==> src/rtl/jtbubl_romslot_if.sv <==
// Graphics ROM fetch bus: renderer-side rom_* request/response plus the
// SDRAM read port used to service misses.
interface jtbubl_romslot_if #(
  parameter int AW  = 18,
  parameter int SDW = 22
);
  logic           rom_cs;
  logic [AW-1:0]  rom_addr;
  logic           rom_ok;
  logic [31:0]    rom_data;
  logic           sdram_req;
  logic [SDW-1:0] sdram_addr;
  logic           sdram_ack;
  logic           data_rdy;
  logic [15:0]    sdram_din;

  // master: the renderer plus the SDRAM controller around the slot
  modport master (
    output rom_cs, rom_addr,
    input  rom_ok, rom_data,
    input  sdram_req, sdram_addr,
    output sdram_ack, data_rdy, sdram_din
  );

  modport slave (
    input  rom_cs, rom_addr,
    output rom_ok, rom_data,
    output sdram_req, sdram_addr,
    input  sdram_ack, data_rdy, sdram_din
  );
endinterface

==> src/rtl/jtbubl_romslot.sv <==
// Graphics ROM slot: serves 32-bit renderer fetches from a 2-entry LRU cache,
// refilling misses with two 16-bit SDRAM reads.
module jtbubl_romslot #(
  parameter int             AW     = 18,
  parameter int             SDW    = 22,
  parameter logic [SDW-1:0] OFFSET = '0
) (
  input  logic               clk,
  input  logic               rst_n,
  input  logic               inval,
  jtbubl_romslot_if.slave    bus
);

  typedef enum logic [2:0] {IDLE, REQ, W0, W1, FILL} state_t;

  state_t         state, state_nx;

  logic [1:0]     valid;
  logic [AW-1:0]  cache_tag  [2];
  logic [31:0]    cache_data [2];
  logic           lru;

  logic [AW-1:0]  fetch_addr;
  logic [31:0]    fetch_buf;
  logic           fill_idx;
  logic           drop;

  logic [1:0]     hit;
  logic           hit_any;
  logic           hit_idx;

  logic           fetch_start;
  logic           cap_lo;
  logic           cap_hi;
  logic           fill_en;
  logic           req;

  logic [SDW-1:0] word_addr;
  logic [SDW-1:0] sdram_addr;
  logic           rom_ok;
  logic [31:0]    rom_data;

  assign word_addr = SDW'({bus.rom_addr, 1'b0});

  always_comb begin
    hit[0]  = bus.rom_cs & valid[0] & (cache_tag[0] == bus.rom_addr);
    hit[1]  = bus.rom_cs & valid[1] & (cache_tag[1] == bus.rom_addr);
    hit_any = |hit;
    hit_idx = ~hit[0];
  end

  // state register
  always_ff @(posedge clk or negedge rst_n) begin
    if (!rst_n) state <= IDLE;
    else        state <= state_nx;
  end

  // next-state logic
  always_comb begin
    state_nx = state;
    case (state)
      IDLE:    if (bus.rom_cs && !hit_any) state_nx = REQ;
      REQ:     if (bus.sdram_ack)          state_nx = W0;
      W0:      if (bus.data_rdy)           state_nx = W1;
      W1:      if (bus.data_rdy)           state_nx = FILL;
      FILL:                                state_nx = IDLE;
      default:                             state_nx = IDLE;
    endcase
  end

  // output decode; data_rdy is only looked at in W0/W1, so a pulse that
  // coincides with sdram_ack (still in REQ) or arrives in IDLE is ignored
  always_comb begin
    fetch_start = (state == IDLE) & bus.rom_cs & ~hit_any;
    cap_lo      = (state == W0) & bus.data_rdy;
    cap_hi      = (state == W1) & bus.data_rdy;
    fill_en     = (state == FILL);
    req         = (state == REQ);
  end

  always_ff @(posedge clk or negedge rst_n) begin
    if (!rst_n) begin
      sdram_addr <= '0;
      fetch_addr <= '0;
      fetch_buf  <= '0;
      fill_idx   <= 1'b0;
      drop       <= 1'b0;
    end else begin
      if (fetch_start) begin
        sdram_addr <= OFFSET + word_addr;
        fetch_addr <= bus.rom_addr;
        fill_idx   <= lru;
      end
      if (cap_lo) fetch_buf[15:0]  <= bus.sdram_din;
      if (cap_hi) fetch_buf[31:16] <= bus.sdram_din;
      // an invalidate seen at any point of the fetch suppresses the fill
      if (fetch_start)  drop <= inval;
      else if (inval)   drop <= 1'b1;
    end
  end

  always_ff @(posedge clk or negedge rst_n) begin
    if (!rst_n) begin
      valid    <= '0;
      lru      <= 1'b0;
      rom_ok   <= 1'b0;
      rom_data <= '0;
    end else begin
      if (inval) begin
        valid <= '0;
      end else begin
        if (fetch_start)        valid[lru]      <= 1'b0;
        if (fill_en && !drop)   valid[fill_idx] <= 1'b1;
      end
      rom_ok <= hit_any;
      if (hit_any) begin
        rom_data <= cache_data[hit_idx];
        lru      <= ~hit_idx;
      end
    end
  end

  // tag/data storage is qualified by valid, so it needs no reset
  always_ff @(posedge clk) begin
    if (fill_en) begin
      cache_tag[fill_idx]  <= fetch_addr;
      cache_data[fill_idx] <= fetch_buf;
    end
  end

  assign bus.sdram_req  = req;
  assign bus.sdram_addr = sdram_addr;
  assign bus.rom_ok     = rom_ok;
  assign bus.rom_data   = rom_data;

endmodule
==> src/flat_wrapper.sv <==
// flat-port wrapper written by rule: the top's interface ports become plain ports
module jtbubl_romslot_flat 
#(
  parameter int             AW     = 18,
  parameter int             SDW    = 22,
  parameter logic [SDW-1:0] OFFSET = '0
)
  (clk, rst_n, inval, bus_rom_cs, bus_rom_addr, bus_rom_ok, bus_rom_data, bus_sdram_req, bus_sdram_addr, bus_sdram_ack, bus_data_rdy, bus_sdram_din);
  jtbubl_romslot_if #(.AW(AW), .SDW(SDW)) bus_i ();
  input  logic clk;
  input  logic rst_n;
  input  logic inval;
  input wire logic [$bits(bus_i.rom_cs)-1:0] bus_rom_cs;
  input wire logic [$bits(bus_i.rom_addr)-1:0] bus_rom_addr;
  output wire logic [$bits(bus_i.rom_ok)-1:0] bus_rom_ok;
  output wire logic [$bits(bus_i.rom_data)-1:0] bus_rom_data;
  output wire logic [$bits(bus_i.sdram_req)-1:0] bus_sdram_req;
  output wire logic [$bits(bus_i.sdram_addr)-1:0] bus_sdram_addr;
  input wire logic [$bits(bus_i.sdram_ack)-1:0] bus_sdram_ack;
  input wire logic [$bits(bus_i.data_rdy)-1:0] bus_data_rdy;
  input wire logic [$bits(bus_i.sdram_din)-1:0] bus_sdram_din;
  assign bus_i.rom_cs = bus_rom_cs;
  assign bus_i.rom_addr = bus_rom_addr;
  assign bus_rom_ok = bus_i.rom_ok;
  assign bus_rom_data = bus_i.rom_data;
  assign bus_sdram_req = bus_i.sdram_req;
  assign bus_sdram_addr = bus_i.sdram_addr;
  assign bus_i.sdram_ack = bus_sdram_ack;
  assign bus_i.data_rdy = bus_data_rdy;
  assign bus_i.sdram_din = bus_sdram_din;
  jtbubl_romslot #(.AW(AW), .SDW(SDW), .OFFSET(OFFSET)) u_core (.clk(clk), .rst_n(rst_n), .inval(inval), .bus(bus_i));
endmodule
==> config.mk <==
export PLATFORM = sky130hd
export DESIGN_NAME = jtbubl_romslot_flat
export DESIGN_NICKNAME = d
export VERILOG_FILES = /design/src/rtl/jtbubl_romslot_if.sv /design/src/rtl/jtbubl_romslot.sv /design/src/flat_wrapper.sv
export SDC_FILE = /design/constraint.sdc
export NUM_CORES = 1
export LEC_CHECK = 0
export CORE_UTILIZATION = 40
export DETAILED_ROUTE_END_ITERATION = 10
export PLACE_DENSITY = 0.7
export RECOVER_POWER = 100
export SYNTH_ARGS = -nofsm -noshare
export SYNTH_HDL_FRONTEND = slang
export SYNTH_SLANG_ARGS = --single-unit
==> constraint.sdc <==
create_clock -name clk -period 8 [get_ports clk]
set_input_delay 1.6 -clock clk [delete_from_list [all_inputs] [get_ports clk]]
set_output_delay 1.6 -clock clk [all_outputs]
set_load 0.05 [all_outputs]
# Word level (Yosys, flattened, before mapping)
# Memory sizes are Yosys's and may differ from the RTL's. A register that Yosys moved wholly into a read port is not among the register bits.
# Cells that the tools add are included.
dict set report word_totals {
  reg_bits 59
  ram_bits 100
  inputBits 40
  output_inout_bits 56
  n_memories 2
}
dict set report classes {
  magnitude_cmp 4
  eq_ne 10
  n_mux 17
  bitwise_logic 13
  reduce_logical 11
}
# name words word_bits rd rd_clocked_by_memory_dff write_ports line_no
set mem_list {}
lappend mem_list {u_core.cache_data 2 32 1 1 1 jtbubl_romslot.sv:20} ;# logic [31:0] cache_data [2];
lappend mem_list {u_core.cache_tag 2 18 2 0 1 jtbubl_romslot.sv:19} ;# logic [AW-1:0] cache_tag [2];
# operator count
set ops {}
lappend ops {{$eq A18 B18 Y1} 2}
lappend ops {{$mux W3} 4}
lappend ops {{$pmux W3 S4} 1}
lappend ops {{$and A1 B1 Y1} 8}
lappend ops {{$mux W2} 4}
lappend ops {{$eq A3 B2 Y1 const B} 2}
lappend ops {{$mux W1} 6}
lappend ops {{$logic_and A1 B1 Y1} 4}
lappend ops {{$lt A1 B2 Y1 const B} 2}
lappend ops {{$ne A2 B1 Y1 const B} 2}
lappend ops {{$ne A2 B2 Y1 const B} 2}
lappend ops {{$reduce_and A4 Y1} 1}
lappend ops {{$eq A3 B1 Y1 const B} 1}
lappend ops {{$eq A3 B3 Y1 const B} 1}
lappend ops {{$logic_not A1 Y1} 3}
lappend ops {{$logic_not A3 Y1} 1}
lappend ops {{$and A2 B2 Y2} 1}
lappend ops {{$demux W1 S1} 2}
lappend ops {{$ge A1 B1 Y1 const B} 2}
lappend ops {{$not A1 Y1} 2}
lappend ops {{$not A2 Y2} 1}
lappend ops {{$or A2 B2 Y2} 1}
lappend ops {{$reduce_bool A2 Y1} 1}
lappend ops {{$reduce_or A2 Y1} 1}

# Longest topological paths before layout
# Gate-level depths: netlist of the first run.
dict set report depth {
  ltp_word 11
  depth_mapped 8
  ltp_nobuf 5
}

# Worst setup path after synthesis of the first run
# No wires, ideal clock.
dict set report synth_timing {
  path_type {register -> register}
  start {reg u_core.state[0]}
  end {reg u_core.valid[0]}
  setup_ns 0.101
  t_arrival_ns 3.332
  required_time_ns 7.899
  slack_ns 4.566
  path_stages_with_launch 7
  n_path_buf 1
  period_less_slack_ns 3.434
  cell_sequence {dfrtp_1 -> clkbuf_1 -> nor2_1 -> nand2_1 -> nor2_1 -> a21oi_1 -> a311oi_1}
}
dict set report synth_via {
  elab_chain_cells 8
  word_cells_on_any_way 10
}
# element line_no
set synth_lines {}
lappend synth_lines {{start, declared} jtbubl_romslot.sv:16} ;# state_t state, state_nx;
lappend synth_lines {{start signal, assigned} jtbubl_romslot.sv:55} ;# else state <= state_nx;
lappend synth_lines {{$logic_not A3 Y1} jtbubl_romslot.sv:74} ;# fetch_start = (state == IDLE) & bus.rom_cs & ~hit_any;
lappend synth_lines {{$and A1 B1 Y1 (2 in a row)} jtbubl_romslot.sv:74}
lappend synth_lines {{$mux W2} jtbubl_romslot.sv:112} ;# if (fetch_start) valid[lru] <= 1'b0;
lappend synth_lines {{$mux W2} jtbubl_romslot.sv:109} ;# if (inval) begin
lappend synth_lines {{$or A2 B2 Y2 (no line)} -}
lappend synth_lines {{$mux W2 (*)} jtbubl_romslot.sv:113} ;# if (fill_en && !drop) valid[fill_idx] <= 1'b1;
lappend synth_lines {{$mux W2 (*)} jtbubl_romslot.sv:109}
lappend synth_lines {{end signal, assigned} jtbubl_romslot.sv:110} ;# valid <= '0;
lappend synth_lines {{end signal, assigned by index} jtbubl_romslot.sv:112}
lappend synth_lines {{end signal, assigned by index} jtbubl_romslot.sv:113}
lappend synth_lines {{end, declared} jtbubl_romslot.sv:18} ;# logic [1:0] valid;
# Mark *: on every way between the ends. The rest lies on a longest branch, timed or not. The select of a mux whose other input is x is not followed.
# A chain may end at the register's enable or synchronous reset.

# Final worst setup path of the first run
dict set report layout_timing {
  start {in bus_rom_addr[5]}
  end {reg u_core.fetch_addr[13]}
}
dict set report layout_via {
  elab_chain_cells 5
  word_cells_on_any_way 7
}
# element line_no
set layout_lines {}
lappend layout_lines {{start, declared} flat_wrapper.sv:14} ;# input wire logic [$bits(bus_i.rom_addr)-1:0] bus_rom_addr;
lappend layout_lines {{$eq A18 B18 Y1, on equally long branches} {jtbubl_romslot.sv:46, jtbubl_romslot.sv:47}}
lappend layout_lines {{$and A1 B1 Y1, on equally long branches} {jtbubl_romslot.sv:46, jtbubl_romslot.sv:47}}
lappend layout_lines {{$reduce_or A2 Y1 (*)} jtbubl_romslot.sv:48} ;# hit_any = |hit;
lappend layout_lines {{$not A1 Y1 (*)} jtbubl_romslot.sv:74}
lappend layout_lines {{$and A1 B1 Y1 (*)} jtbubl_romslot.sv:74}
lappend layout_lines {{end signal, assigned} jtbubl_romslot.sv:91} ;# fetch_addr <= bus.rom_addr;
lappend layout_lines {{end, declared} jtbubl_romslot.sv:23} ;# logic [AW-1:0] fetch_addr;
# Mark *: on every way between the ends. The rest lies on a longest branch, timed or not.

==> summary.txt, run 1 <==
Status
  – Outcome: finished with violations
  – Violated checks: design-rule violations, max-capacitance violations, max-slew violations

Clocking
  – Clock Latency Late Sink: 0.42 ns
  – CTS clk-pin slew, worst paths: 0.06 ns
  – # hold bufs at CTS: 0
  – H-Tree Depth: 4
  – # resized after CTS: 0
  – Post-CTS Setup Bufs: 0
  – CTS tree: built
  – Cts bufs inserted: 17
  – Clock Tree Buf Depth: 2
  – TritonCTS Sinks: 191
  – Clock root cell: clkbuf_16

Global route
  – Global route overflow: 0
  – Vias in the first global route: 4620
  – Met1 Use GR: 0.231
  – First-pass GRT wire length: 25900 um
  – Tot GR Track Use: 0.178
  – Initial antenna violation count: 0
  – GR Util met3: 0.0480
  – Largest net degree at the start of global routing: 69
  – Met2 usage: 0.294
  – Most Used Layer, Global Route: met2

STA
  – Worst-margin pin slew: 3.05 ns
  – Final hold vios: 0
  – Fin. max-slew vios: 156
  – Unrepaired setup endpoints after global routing: false
  – Final setup TNS: 0 ns
  – Fin crit period: 5.17 ns
  – Max Freq: 193 MHz
  – Min Hold Slack: 0.474 ns
  – Fin Clk Skew: 0.00696 ns
  – Slew headroom: -1.04
  – Post-route clock period utilization: 0.646
  – Final setup fails: 0

Cells and area
  – Commonest non-fill, non-tap cell in the layout: edfxtp_1
  – Final #Nets: 634
  – Final cell count without fillers: 836
  – Layout cells sized above 1: 0.0906
  – Filler cells: 1537
  – Layout area overhead: 20.9%
  – Utilization after layout: 0.499
  – N_diodes: 0
  – Most frequent cells in the layout: 100 x edfxtp_1, 91 x dfrtp_1, 58 x nand2_1

Placement
  – Placed insts: 804
  – Port Buf Inserts: 91
  – Final RePlAce weighted congestion: 0.850
  – DP HPWL: 10500 um

Critical path
  – CP max FO: 34
  – Critical Path AT: 5.46 ns
  – Reg-to-reg endpoint: u_core.fetch_addr[13]$_DFFE_PN0N_
  – Reg2Reg Depth: 6
  – Crit path kind: in -> reg
  – Crit Reg-Reg Startpoint: u_core.cache_tag[1][2]$_DFFE_PP_
  – Crit path capture: u_core.fetch_addr[13]$_DFFE_PN0N_
  – Endpoint type of the worst setup path: flip-flop
  – R2r setup slk: 4.24 ns
  – Critical path required time: 8.30 ns
  – Crit path launch: bus_rom_addr[5]
  – CP Launch Type: primary input

Yosys
  – Cell count after synthesis: 506
  – Async set-reset flop share out of synthesis: 0.476
  – Ys Warns: 0
  – #FFs+latches synth: 191
  – Top_reg_cell synth: edfxtp_1
  – Sequential area share after synthesis: 0.703
  – Syn avg cell area: 14.8 um2
  – Post-synth EDFFs: 100
  – Synth unique cells: 43
  – Synth Cell Area: 7510 um2

Die
  – Core region area: 18200 um2
  – Initial core utilization: 0.413
  – Chip Height: 139 um
  – # IOs: 96
  – Die ar.: 19300 um2
  – Die width: 139 um
  – Row Count: 49

Worst hold path
  – Hold crit path type: reg -> reg

Detailed routing
  – Routed WL: 16700 um
  – Initial DRC Count: 341
  – Post-DRT Antenna Nets: 0
  – Pre-antenna DRT Iters: 11
  – Routed wire length per instance: 20.0 um
  – Total number of vias: 4615
  – # DRC: 11
  – Via density: 5.52

Power
  – Leakage power figure: 3.49 nW
  – Final Power: 2.69 mW
  – P per Cell Area: 297 nW/um2
  – Max IR drop VDD: 0.000173 V

Flow run
  – Max-cap check violation count: 4
==> worst min path at each step <==
stage | startpoint | to | slack [ns] | cells past startpoint
after detailed placement | u_core.fetch_buf[25]$_DFFE_PN0P_ | u_core.cache_data[1][25]$_DFFE_PP_ | 0.45 | 0
after CTS | u_core.fetch_buf[25]$_DFFE_PN0P_ | u_core.cache_data[0][25]$_DFFE_PP_ | 0.47 | 0
after global routing | u_core.fetch_buf[5]$_DFFE_PN0P_ | u_core.cache_data[0][5]$_DFFE_PP_ | 0.49 | 0
after floorplan | u_core.fetch_buf[0]$_DFFE_PN0P_ | u_core.cache_data[0][0]$_DFFE_PP_ | 0.44 | 0
after global placement | u_core.fetch_buf[0]$_DFFE_PN0P_ | u_core.cache_data[1][0]$_DFFE_PP_ | 0.45 | 0
final | u_core.fetch_buf[2]$_DFFE_PN0P_ | u_core.cache_data[0][2]$_DFFE_PP_ | 0.47 | 0
==> where the power goes <==
group | internal, mW | switching (mW) | total (mW)
registers | 1.27 | 0.135 | 1.40
clock network | 0.402 | 0.344 | 0.746
logic | 0.196 | 0.345 | 0.542
total | 1.87 | 0.824 | 2.69
==> critical path: stages <==
cell and delay, ns:
dlygate4sd3_1 0.60, xnor2_1 0.26, nand4_1 0.22, nor3_4 0.20
clkbuf_1 1.16, a221o_1 1.01, mux2_1 0.40
==> cell usage after synthesis, drive strengths merged (2+ instances only) <==
| cell | number | area share |
|---|---|---|
| o21ai | 34 | 0.023 |
| nand4 | 12 | 0.010 |
| a22oi | 2 | 0.0020 |
| nand3b | 2 | 0.0020 |
| mux2 | 34 | 0.059 |
| or2 | 2 | 0.0017 |
| nor4 | 3 | 0.0045 |
| xor2 | 3 | 0.0035 |
| a2bb2oi | 32 | 0.037 |
| a32oi | 32 | 0.037 |
| inv | 3 | 0.0015 |
| nand3 | 3 | 0.0020 |
| nand2 | 58 | 0.029 |
| xnor2 | 33 | 0.038 |
| edfxtp | 100 | 0.40 |
| nor2 | 8 | 0.0040 |
| clkbuf | 25 | 0.012 |
| buf | 8 | 0.0083 |
| nor3 | 3 | 0.0040 |
| a21oi | 4 | 0.0027 |
| dfrtp | 91 | 0.30 |
==> layout make-up <==
class,instances,area (um2),share of cell area
Tap cell,229,287,0.0316
Multi-Input combinational cell,282,2030,0.223
Inverter,3,11.3,0.00124
Clock buffer,21,450,0.0496
Sequential cell,191,5280,0.581
Clock inverter,11,70.1,0.00772
Timing Repair Buffer,99,953,0.105
==> flip-flops by register name, summed over array words and instances (netlist names) <==
| register | count |
|---|---|
| u_core.bus.rom_data | 32 |
| u_core.fetch_buf | 32 |
| u_core.fetch_addr | 18 |
| u_core.cache_tag | 36 |
| u_core.drop | 1 |
| u_core.fill_idx | 1 |
| u_core.valid | 2 |
| u_core.cache_data | 64 |
| u_core.state | 3 |
| u_core.bus.rom_ok | 1 |
| u_core.lru | 1 |
==> kinds of logic (layout without fill, tap and decap cells) <==
kind of cell,after synthesis,count (layout),share of synthesized area
multiplexers,34,34,0.0595
AO/OA/AOI/OAI,110,110,0.109
buffers and inverters,36,134,0.0223
other,1,4,0.000499
flip-flops,191,191,0.703
XOR/XNOR,36,36,0.0420
AND/OR/NAND/NOR,98,98,0.0640
==> stage by stage <==
| stage | area (um2) | setup WS, ns |
|---|---|---|
| 2_1_floorplan | 7520 | 4.57 |
| 3_3_place_gp | 8650 | 3.56 |
| 3_5_place_dp | 8650 | 3.56 |
| 4_1_cts | 9170 | 3.97 |
| 5_1_grt | 9080 | 2.60 |
| 6_report | 9080 | 2.83 |
==> metal layers <==
metal  vias to the layer above  part of all wire
met5                         -                 0
met4                         0            0.0087
met3                        16             0.073
met2                       167              0.50
met1                      2348              0.42
li1                       2084                 -
No activity file was read; power rests on OpenSTA's default activity.
==> run 2: changes to the inputs <==
clock period = 5.4 ns   (was 8 ns; I/O delays follow)
==> run 2 against run 1 <==
Against the previous run: the flow still finishes with violations (design-rule violations, max-capacitance violations, max-slew violations); routed wire length rose by 0.90%; setup slack lost 1.5 ns; cell area up 0.28%; sequential cell count unchanged; critical path depth is 3 lower; global-route usage grew 0.56 points; critical path type unchanged; largest power group unchanged.
==> summary.txt, run 2 (same netlist as run 1, synthesis figures left out) <==
STA
  – Final hold vios: 0
  – Max Freq: 247 MHz
  – Worst-margin pin slew: 3.17 ns
  – Fin Clk Skew: 0.0109 ns
  – Slew headroom: -1.11
  – Fin crit period: 4.05 ns
  – Unrepaired setup endpoints after global routing: false
  – Post-route clock period utilization: 0.750
  – Final setup fails: 0
  – Min Hold Slack: 0.467 ns
  – Fin. max-slew vios: 144
  – Final setup TNS: 0 ns

Die
  – Die width: 139 um
  – # IOs: 96
  – Chip Height: 139 um
  – Core region area: 18200 um2
  – Die ar.: 19300 um2
  – Row Count: 49
  – Initial core utilization: 0.413

Cells and area
  – Most frequent cells in the layout: 100 x edfxtp_1, 91 x dfrtp_1, 58 x nand2_1
  – Max FFs per register: 64
  – N_diodes: 0
  – Most flops, register: u_core.cache_data
  – Final #Nets: 634
  – Largest registers in the final layout: u_core.cache_data: 64 flops, u_core.cache_tag: 36 flops
  – Commonest non-fill, non-tap cell in the layout: edfxtp_1
  – Filler cells: 1521
  – Final cell count without fillers: 836
  – Layout cells sized above 1: 0.0890
  – Design Area, Final: 9110 um2
  – Layout area overhead: 21.2%

Global route
  – Tot GR Track Use: 0.184
  – Initial antenna violation count: 0
  – Global route overflow: 0
  – Vias in the first global route: 4763
  – Largest net degree at the start of global routing: 57
  – First-pass GRT wire length: 26700 um

Clocking
  – H-Tree Depth: 4
  – Cts bufs inserted: 17
  – CTS clk-pin slew, worst paths: 0.07 ns
  – # resized after CTS: 0
  – # hold bufs at CTS: 0
  – TritonCTS Sinks: 191
  – Clock Latency Late Sink: 0.43 ns
  – Clock Tree Buf Depth: 2
  – Post-CTS Setup Bufs: 0
  – CTS tree: built
  – Clock root cell: clkbuf_16

Critical path
  – Crit path kind: in -> reg
  – Crit path launch: bus_data_rdy
  – Critical path required time: 5.72 ns
  – Endpoint type of the worst setup path: flip-flop
  – Critical Path AT: 4.36 ns
  – CP Launch Type: primary input
  – CP max FO: 16
  – Crit Reg-Reg Startpoint: u_core.state[0]$_DFFE_PN0P_

Power
  – Psw: 1.22 mW
  – P per Cell Area: 449 nW/um2
  – Max IR drop VDD: 0.000262 V
  – Comb power frac: 0.195
  – Switching Fraction: 0.300
  – Final Power: 4.09 mW
  – Leakage power figure: 3.52 nW
  – P_int: 2.86 mW
  – Sequential share of power: 0.508
  – Clock network power share: 0.297

Detailed routing
  – Pre-antenna DRT Iters: 9
  – Total number of vias: 4673
  – Routed wire length per instance: 20.2 um
  – # DRC: 11
  – Routed WL: 16900 um
  – Post-DRT Antenna Nets: 0
  – Via density: 5.59
  – Initial DRC Count: 408

Placement
  – Port Buf Inserts: 91
  – Final RePlAce weighted congestion: 0.843
  – Placed insts: 804
  – DP HPWL: 10600 um
  – Placed inst area: 8650 um2

Worst hold path
  – Hold Crit Start: u_core.fetch_buf[19]$_DFFE_PN0P_
  – Hold crit path type: reg -> reg

Flow run
  – Max-cap check violation count: 4

Status
  – Outcome: finished with violations
  – Violated checks: design-rule violations, max-capacitance violations, max-slew violations
-- run 2: power by group through the flow --
stage	Sequential, mW	Clock, mW	Combinational, mW
floorplan	2.27	0	0.406
global placement	2.09	0	0.885
detailed placement	2.11	0	0.905
CTS	2.08	1.23	0.907
global route	2.11	1.29	0.848
finish	2.08	1.21	0.796
-- run 2: worst paths after layout --
| path | depth (start not counted) | end | slack [ns] |
|---|---|---|---|
| hold reg to reg | 0 | u_core.cache_data[1][19]$_DFFE_PP_ | 0.47 |
| max in group asynchronous | 2 | u_core.fetch_buf[23]$_DFFE_PN0P_ | 1.90 |
| min in group asynchronous | 1 | u_core.fetch_addr[10]$_DFFE_PN0N_ | 1.70 |
| hold / removal | 0 | u_core.cache_data[1][19]$_DFFE_PP_ | 0.47 |
| setup reg to reg | 5 | u_core.valid[1]$_DFF_PN0_ | 1.74 |
| setup / recovery | 4 | u_core.fetch_buf[5]$_DFFE_PN0P_ | 1.35 |
-- run 2: layer usage --
metal	vias to the layer above	global-route usage	wire [um]
li1	2097	-	-
met1	2352	0.240	7290
met2	190	0.292	8120
met3	34	0.0404	1060
met4	0	0.0871	393
met5	-	0	0
-- run 2: area by class of cell --
class / instances / area [um2] / area share
flip-flops and latches: 191 / 5280 / 0.580
multi-input cells: 282 / 2010 / 0.220
repair buffers: 99 / 957 / 0.105
clock buffers: 21 / 450 / 0.0495
well taps: 229 / 287 / 0.0315
clock inverters: 11 / 115 / 0.0126
inverters: 3 / 11.3 / 0.00124
-- run 2: stage by stage --
| stage | util | setup slack [ns] |
|---|---|---|
| 3_5_place_dp | 0.475 | 1.53 |
| 5_1_grt | 0.500 | 1.21 |
| 2_1_floorplan | - | 1.97 |
| 6_report | 0.500 | 1.35 |
| 4_1_cts | 0.506 | 1.96 |
| 3_3_place_gp | 0.475 | 1.57 |
-- run 2: critical path: stages --
cell           delay [ns]
dlygate4sd3_1        0.57
nand2_1              0.09
nor3_1               2.14
mux2_2               0.48
==> run 3: changes to the inputs <==
PLACE_DENSITY = 0.72   (was 0.7)
clock period = 3.6 ns   (was 5.4 ns; I/O delays follow)
==> run 3 against run 2 <==
Against the previous run: the run still ends with design-rule violations, max-capacitance violations, max-slew violations left; combinational power increased by 56%; cell count increased by 0.72%; clock skew is 0.0040 ns higher; core utilization increased by 0.19 points; global-route usage down 0.34 points; cell area rose by 0.37%; critical path depth rose by 4; largest cell class unchanged; largest power group unchanged.
==> summary.txt, run 3 (same netlist as run 1, synthesis figures left out) <==
Clocking
  – Clock root cell: clkbuf_16
  – H-Tree Depth: 4
  – # resized after CTS: 0
  – CTS tree: built
  – Clock Tree Buf Depth: 2
  – # hold bufs at CTS: 0
  – CTS clk-pin slew, worst paths: 0.06 ns
  – Post-CTS Setup Bufs: 0
  – Cts bufs inserted: 17
  – Clock Latency Late Sink: 0.44 ns
  – TritonCTS Sinks: 191

Flow run
  – Max-cap check violation count: 1

Power
  – Switching Fraction: 0.308
  – Clock network power share: 0.282
  – P_int: 4.20 mW
  – Sequential share of power: 0.514
  – Psw: 1.87 mW
  – Final Power: 6.07 mW
  – P per Cell Area: 664 nW/um2
  – Comb power frac: 0.204
  – Max IR drop VDD: 0.000376 V
  – Leakage power figure: 3.54 nW

STA
  – Final setup fails: 0
  – Unrepaired setup endpoints after global routing: false
  – Fin Clk Skew: 0.0149 ns
  – Post-route clock period utilization: 0.859
  – Max Freq: 323 MHz
  – Fin crit period: 3.09 ns
  – Min Hold Slack: 0.471 ns
  – Fin. max-slew vios: 20
  – Final setup TNS: 0 ns
  – Final hold vios: 0
  – Slew headroom: -0.277
  – Worst-margin pin slew: 1.91 ns
  – Final setup margin: 0.507 ns

Detailed routing
  – Pre-antenna DRT Iters: 8
  – # DRC: 9
  – Total number of vias: 4673
  – Routed wire length per instance: 20.0 um
  – Via density: 5.55
  – Initial DRC Count: 375
  – Routed WL: 16800 um
  – Post-DRT Antenna Nets: 0

Cells and area
  – Most frequent cells in the layout: 100 x edfxtp_1, 91 x dfrtp_1, 58 x nand2_1
  – Area of the multi-input gates: 2020 um2
  – Reg area: 5280 um2
  – Most flops, register: u_core.cache_data
  – Commonest non-fill, non-tap cell in the layout: edfxtp_1
  – Layout area overhead: 21.7%
  – Design Area, Final: 9140 um2
  – Filler cells: 1539
  – Final #Nets: 640
  – Largest registers in the final layout: u_core.cache_data: 64 flops, u_core.cache_tag: 36 flops
  – Layout cells sized above 1: 0.104
  – N_diodes: 0
  – Max FFs per register: 64

Critical path
  – CP max FO: 34
  – Reg2Reg Depth: 4
  – Slowest Stage Delay on Critical Path: 0.61 ns
  – Slowest cell on crit path: dlygate4sd3_1
  – Critical Path AT: 3.40 ns
  – Endpoint type of the worst setup path: flip-flop
  – CP Launch Type: primary input
  – Critical path required time: 3.91 ns
  – R2r setup slk: 0.81 ns
  – Crit path kind: in -> reg
  – Reg-to-reg endpoint: u_core.cache_data[0][5]$_DFFE_PP_
  – Crit path cell chain: dlygate4sd3_1 -> xnor2_1 -> nand2_1 -> nor4_1 -> buf_4 -> nand2_1 -> clkbuf_1 -> a2bb2oi_1
  – Crit Reg-Reg Startpoint: u_core.state[0]$_DFFE_PN0P_
  – Most used cell, CP: nand2_1

Die
  – Row Count: 49
  – Initial core utilization: 0.413
  – Chip Height: 139 um
  – Core region area: 18200 um2
  – Die width: 139 um
  – Die ar.: 19300 um2
  – # IOs: 96

Global route
  – Global route overflow: 0
  – Largest net degree at the start of global routing: 52
  – Tot GR Track Use: 0.180
  – Vias in the first global route: 4722
  – First-pass GRT wire length: 26300 um
  – Initial antenna violation count: 0

Status
  – Outcome: finished with violations
  – Violated checks: design-rule violations, max-capacitance violations, max-slew violations

Placement
  – Place WS: 0.563 ns
  – Final RePlAce weighted congestion: 0.816
  – Placed inst area: 8700 um2
  – DP HPWL: 10700 um
  – Port Buf Inserts: 91

Worst hold path
  – Hold crit path type: reg -> reg
  – Hold Crit Start: u_core.fetch_buf[25]$_DFFE_PN0P_
  – Hold path endpoint: u_core.cache_data[0][25]$_DFFE_PP_
  – Hold path cells: 0
## run 3: cell types whose count changed in the layout (fill, tap and decap cells not counted), sizes merged
cell	change
clkinv	-2
clkbuf	+3
clkinvlp	+2
bufinv	-2
inv	+2
buf	+3
## run 3: final cells by class
type / instances / share of cell area
well taps: 229 / 0.0313
inverters: 3 / 0.00123
multi-input cells: 282 / 0.221
flip-flops and latches: 191 / 0.578
repair buffers: 105 / 0.110
clock inverters: 11 / 0.00931
clock buffers: 21 / 0.0493
## run 3: worst max-delay path, delay by kind of cell
kind,cells,cell delay [ns]
buffers and inverters,3,1.41
xor gates and xnor gates,1,0.31
and+or+nand+nor,3,0.73
AOI/OAI and AO/OA,1,0.23
## run 3: worst max-delay path by stage
| stage | endpoint | startpoint | cells after the start |
|---|---|---|---|
| 5_1_grt | u_core.bus.rom_data[19]$_DFFE_PN0P_ | bus_rom_addr[8] | 8 |
| 3_5_place_dp | u_core.bus.rom_data[8]$_DFFE_PN0P_ | bus_rom_addr[8] | 8 |
| 4_1_cts | bus_sdram_req | u_core.state[2]$_DFFE_PN0P_ | 3 |
| 3_3_place_gp | u_core.bus.rom_data[8]$_DFFE_PN0P_ | bus_rom_addr[8] | 8 |
| 6_report | u_core.bus.rom_data[19]$_DFFE_PN0P_ | bus_rom_addr[8] | 8 |
| 2_1_floorplan | u_core.valid[0]$_DFF_PN0_ | u_core.state[0]$_DFFE_PN0P_ | 6 |
## run 3: metrics by stage
step / util / std cells
global placement: 0.478 / 810
CTS: 0.507 / 842
global route: 0.502 / 842
floorplan: - / 509
finish: 0.502 / 842
detailed placement: 0.478 / 810
## run 3: per-layer routing
metal,share of wire,up-vias,track usage,routed length (um)
li1,-,2090,-,-
met1,0.42,2366,0.233,7140
met2,0.50,201,0.302,8450
met3,0.064,16,0.0383,1090
met4,0.0097,0,0.0614,163
met5,0,-,0,0
## run 3: power groups by stage
stage	Clock (mW)	Combinational, mW	Sequential [mW]
CTS	1.73	1.38	3.12
floorplan	0	0.610	3.41
global placement	0	1.35	3.13
global route	1.81	1.33	3.16
detailed placement	0	1.37	3.16
finish	1.71	1.24	3.12
